File: config.mk
export PLATFORM = sky130hd
export DESIGN_NAME = rom_port_arbiter
export DESIGN_NICKNAME = d
export VERILOG_FILES = /design/src/rtl/rom_port_arbiter.sv
export SDC_FILE = /design/constraint.sdc
export NUM_CORES = 1
export LEC_CHECK = 0
export CAP_MARGIN = 20
export CORE_MARGIN = 4
export CORE_UTILIZATION = 26
export CTS_CLUSTER_DIAMETER = 50
export DETAILED_ROUTE_END_ITERATION = 7
export GPL_ROUTABILITY_DRIVEN = 0
export GPL_TIMING_DRIVEN = 0
export PLACE_DENSITY = 0.87
export REMOVE_ABC_BUFFERS = 1
export SYNTH_ARGS = -nofsm -noshare
export SYNTH_HDL_FRONTEND = slang
export SYNTH_SLANG_ARGS = --single-unit
File: constraint.sdc
create_clock -name clk -period 2.5 [get_ports clk]
set_input_delay 0.5 -clock clk [delete_from_list [all_inputs] [get_ports clk]]
set_output_delay 0.5 -clock clk [all_outputs]
set_load 0.02 [all_outputs]
File: src/rtl/rom_port_arbiter.sv
// Two-port arbiter (data load over instruction fetch, with fetch starvation guard)
// in front of a shared program ROM with one-cycle registered read data.
// Optional build macro ROM_ARB_ALIGN_CHK_EN flags misaligned word addresses.
module rom_port_arbiter #(
    parameter int ADDR_W     = 12,
    parameter int STARVE_MAX = 3
) (
    input  logic              clk,
    input  logic              rst_n,

    input  logic              if_req,
    input  logic [ADDR_W-1:0] if_addr,
    output logic              if_gnt,
    output logic              if_rvalid,
    output logic [31:0]       if_rdata,
    output logic              if_err,

    input  logic              ld_req,
    input  logic [ADDR_W-1:0] ld_addr,
    output logic              ld_gnt,
    output logic              ld_rvalid,
    output logic [31:0]       ld_rdata,
    output logic              ld_err,

    output logic [ADDR_W-1:0] rom_addr,
    input  logic [31:0]       rom_data,
    output logic              busy
);

    localparam int CNT_RAW = $clog2(STARVE_MAX + 1);
    localparam int CNT_W   = (CNT_RAW < 1) ? 1 : CNT_RAW;
    localparam logic [CNT_W-1:0] STARVE_LIM = CNT_W'(STARVE_MAX);

    logic [CNT_W-1:0]  starve_cnt;
    logic              force_if;
    logic              if_win;
    logic              ld_win;
    logic [ADDR_W-1:0] gnt_addr;
    logic              misalign;

    logic              pend;
    logic              sel_ld;
    logic              err_q;

    // NOTE: grants are gated with rst_n so nothing is granted, and no ROM
    // address leaves the block, while reset is held.
    always_comb begin
        force_if = if_req && (starve_cnt == STARVE_LIM);
        if_win   = rst_n && if_req && (force_if || !ld_req);
        ld_win   = rst_n && ld_req && !force_if;
        gnt_addr = '0;
        if (ld_win)
            gnt_addr = ld_addr;
        else if (if_win)
            gnt_addr = if_addr;
    end

`ifdef ROM_ARB_ALIGN_CHK_EN
    assign misalign = (if_win || ld_win) && (gnt_addr[1:0] != 2'b00);
    assign rom_addr = misalign ? '0 : gnt_addr;
`else
    assign misalign = 1'b0;
    assign rom_addr = gnt_addr;
`endif

    assign if_gnt = if_win;
    assign ld_gnt = ld_win;

    // NOTE: all state uses non-blocking assignments so every register samples
    // the pre-edge values of the others.
    always_ff @(posedge clk or negedge rst_n) begin
        if (!rst_n) begin
            starve_cnt <= '0;
        end else if (if_req && !if_win) begin
            if (starve_cnt != STARVE_LIM)
                starve_cnt <= starve_cnt + 1'b1;
        end else begin
            starve_cnt <= '0;
        end
    end

    // Response tracking: one grant per cycle, answered exactly one cycle later.
    always_ff @(posedge clk or negedge rst_n) begin
        if (!rst_n) begin
            pend   <= 1'b0;
            sel_ld <= 1'b0;
            err_q  <= 1'b0;
        end else begin
            pend   <= if_win || ld_win;
            sel_ld <= ld_win;
            err_q  <= misalign;
        end
    end

    always_comb begin
        if_rvalid = pend && !sel_ld;
        ld_rvalid = pend && sel_ld;
        if_rdata  = (if_rvalid && !err_q) ? rom_data : 32'h0;
        ld_rdata  = (ld_rvalid && !err_q) ? rom_data : 32'h0;
        busy      = pend;
    end

`ifdef ROM_ARB_ALIGN_CHK_EN
    assign if_err = if_rvalid && err_q;
    assign ld_err = ld_rvalid && err_q;
`else
    assign if_err = 1'b0;
    assign ld_err = 1'b0;
`endif

endmodule

==> run_results.csv <==
group,metric,value,unit
cells_and_area,nFillCells,326,
die,die_y,70.0,um
die,core.rowCount,22,
cells_and_area,final_core_util,0.682,
route,drtPass1Iterations,4,
die,die_w,70.0,um
pwr,netSwitchingPower,0.243,mW
synthesis,ys_seq_area_frac,0.100,
clocking,cts_sinks,4,
synthesis,ys_types,26,
timing,period_needed,2.42,ns
route,ant_nets,0,
synthesis,synth.top_cell.area_share,0.207,
placed_design,dpl_cell_area,2360,um^2
outcome,status,"complete, no violations",
clocking,clk_pin_slew,0.03,ns
clocking,cts-root-buf,"clkbuf_8",
synthesis,ys_ff_latch,4,
timing,setup_viol,0,
synthesis,synth.cell_area,998,um^2
clocking,cts-htree-levels,1,
placed_design,place_inst,312,
timing,report.final.slew_viol_count,0,
cells_and_area,drive_gt1_frac,0.109,
synthesis,yosysMostFrequentCell,"and2_1",
cells_and_area,final-instance-count-excl-fill,324,
worst_setup_path,cp_data_required_time,2.00,ns
global_route,grt_antenna_before_repair,0,
die,ios,143,
cells_and_area,syn_to_final_growth,152,%
timing,finalClockSkew,0.000488,ns
clocking,cts_tree,"done",
synthesis,yosys_warnings,0,
clocking,clkLatencyLatePin,0.22,ns
pwr,clkPwrFrac,0.214,
synthesis,synthArstFlopShare,1.00,
die,core_area,3690,um^2
clocking,numCtsBuffers,3,
pwr,leakage,1.12,nW
cells_and_area,multi_input_area,825,um^2
worst_setup_path,crit_path_start,"sel_ld$_DFF_PN0_",
clocking,clock_path_buffers,2,
pwr,max-vdd-ir-drop,0.223,mV
route,post_drt_wl_per_cell,14.4,um
synthesis,synth_area_leaders,"and2_1 (21%), and3_1 (20%), o32ai_2 (15%), dfrtp_1 (10%), nand2_1 (9.0%)",
synthesis,synth_edf_count,0,
route,vias_per_cell,4.81,
placed_design,io_buffers,140,
timing,max_slew_margin,0.650,
pwr,power.total,0.653,mW
worst_setup_path,path_class,"reg2out",
worst_setup_path,arrival,1.92,ns
cells_and_area,ff_latch_area,108,um^2
route,finalWirelength,4.68,mm
global_route,grt_overflow,0,
min_path,hold_path_class,"in2async",
timing,worstMarginPinSlew,0.525,ns
synthesis,netlist_top_cells_count,"and2_1 (33), and3_1 (32), nand2_1 (24), o32ai_2 (9), clkbuf_1 (6)",
pwr,p_int,0.410,mW
pwr,power_density,260,nW/um^2
synthesis,synth_ff_type,"dfrtp_1",
timing,hold_viol,0,
route,drc,0,
cells_and_area,final_cell_area,2510,um^2
worst_setup_path,rr_startpoint,"starve_cnt[0]$_DFFE_PN0P_",
pwr,seqPwrFrac,0.141,
worst_setup_path,worstSetupStartpointType,"flop",
timing,fin_crit_sh,0.968,
placed_design,place.detailed.hpwl,3.60,mm
job,drv_cap,0,
die,initial_core_util,0.271,
worst_setup_path,cp_max_fo,36,
synthesis,yosys.area.top_type,"and2_1",
die,dieArea,4900,um^2
pwr,switching_share,0.372,
global_route,grt_pass1_wl,6.79,mm
pwr,power_frac_comb,0.645,
global_route,grt_pass1_vias,1425,
cells_and_area,antennaDiodeCount,0,
cells_and_area,nets,339,
synthesis,syn_inst,140,
worst_setup_path,worst_setup_path_end_kind,"primary output",
timing,max_freq,413,MHz
route,vias,1559,
timing,tns,0,ns
global_route,grt_max_degree,37,
synthesis,syn_area_per_cell,7.13,um^2
route,drtIter0Drc,66,
global_route,track_usage,0.169,
-- critical path, cell delays in order, from the launching register on --
cell	delay, ns
dfrtp_4	0.62
nor2b_4	0.19
buf_12	0.14
and2_1	0.13
clkdlybuf4s50_1	0.62
-- layer usage --
layer | global-route usage | up-vias | wire length (um)
li1 | - | 754 | -
met3 | 0.0547 | 9 | 482
met5 | 0 | - | 0
met4 | 0.0638 | 0 | 90
met1 | 0.170 | 699 | 1720
met2 | 0.320 | 97 | 2390
-- cell type report --
type                            count  area share
Clock buffer                        3      0.0164
Multi-Input combinational cell    120       0.328
Timing Repair Buffer              147       0.585
Inverter                            2     0.00448
Sequential cell                     4      0.0428
Tap cell                           48      0.0239
-- sequential cells by signal, indices dropped and copies added (netlist names) --
signal / cells
sel_ld: 1
starve_cnt: 2
busy: 1
-- power groups by stage --
stage	clock, mW	combinational (mW)	sequential [mW]
2_1_floorplan	0	0.174	0.0868
3_3_place_gp	0	0.398	0.0924
4_1_cts	0.144	0.406	0.0944
5_1_grt	0.149	0.449	0.0948
6_report	0.140	0.421	0.0920
3_5_place_dp	0	0.403	0.0924
-- path summary, 6_finish.rpt --
kind                       cells after the start  slack, ns                         to
min in group clk                               2       0.59  starve_cnt[0]$_DFFE_PN0P_
hold / removal                                 1       0.35             busy$_DFF_PN0_
max in group asynchronous                      1       1.76           sel_ld$_DFF_PN0_
hold reg to reg                                2       0.59  starve_cnt[0]$_DFFE_PN0P_
setup / recovery                               4       0.08                if_rdata[4]
setup reg to reg                               3       1.20           sel_ld$_DFF_PN0_
-- kinds of logic after synthesis --
logic type | after synthesis | synth area share
AOI/OAI and AO/OA | 15 | 0.197
xor gates and xnor gates | 1 | 0.00877
adders and majority gates | 1 | 0.0125
buffers and inverters | 19 | 0.110
DFF | 4 | 0.100
muxes | 1 | 0.0100
other | 1 | 0.00376
and+or+nand+nor | 98 | 0.558
-- timing repair --
| item | 4_1_cts | 5_1_grt |
|---|---|---|
| endpoints found under the hold margin | 0 | 0 |
| hold buffers | 0 | 0 |
| gates resized for setup | 28 | 4 |
| setup endpoints to repair | 79 | 32 |
| buffers inserted | 4 | 3 |
| cloned | 1 | 1 |
-- through the flow --
step	worst slack [ns]	hold WS (ns)
2_1_floorplan	0.447	0.204
6_report	0.0804	0.350
3_5_place_dp	-0.662	0.591
4_1_cts	0.0195	0.347
3_3_place_gp	-0.641	0.582
5_1_grt	-0.00369	0.370
-- layout by cell type, fill, tap and decap left out --
cell,netlist,layout
clkdlybuf4s50_1,0,124
and2_1,33,33
and3_1,32,32
nand2_1,24,24
dlygate4sd2_1,0,12
o32ai_2,9,9
nor2b_4,1,4
buf_4,5,4
nor2_1,3,3
o32ai_1,3,3
clkbuf_8,0,3
clkdlybuf4s15_2,0,3
conb_1,1,2
dfrtp_4,0,2
buf_12,0,2
dfrtp_1,4,2
inv_1,2,1
a21bo_2,1,1
clkinvlp_4,0,1
nor3_1,1,1
mux2i_1,1,1
nand2b_1,1,1
nand4b_1,1,1
o21ai_0,1,1
nor2b_1,1,1
xor2_1,1,1
o2bb2ai_1,1,1
ha_1,1,1
dlygate4sd1_1,0,1
buf_6,2,1
Power figures use the tool's default switching activity.
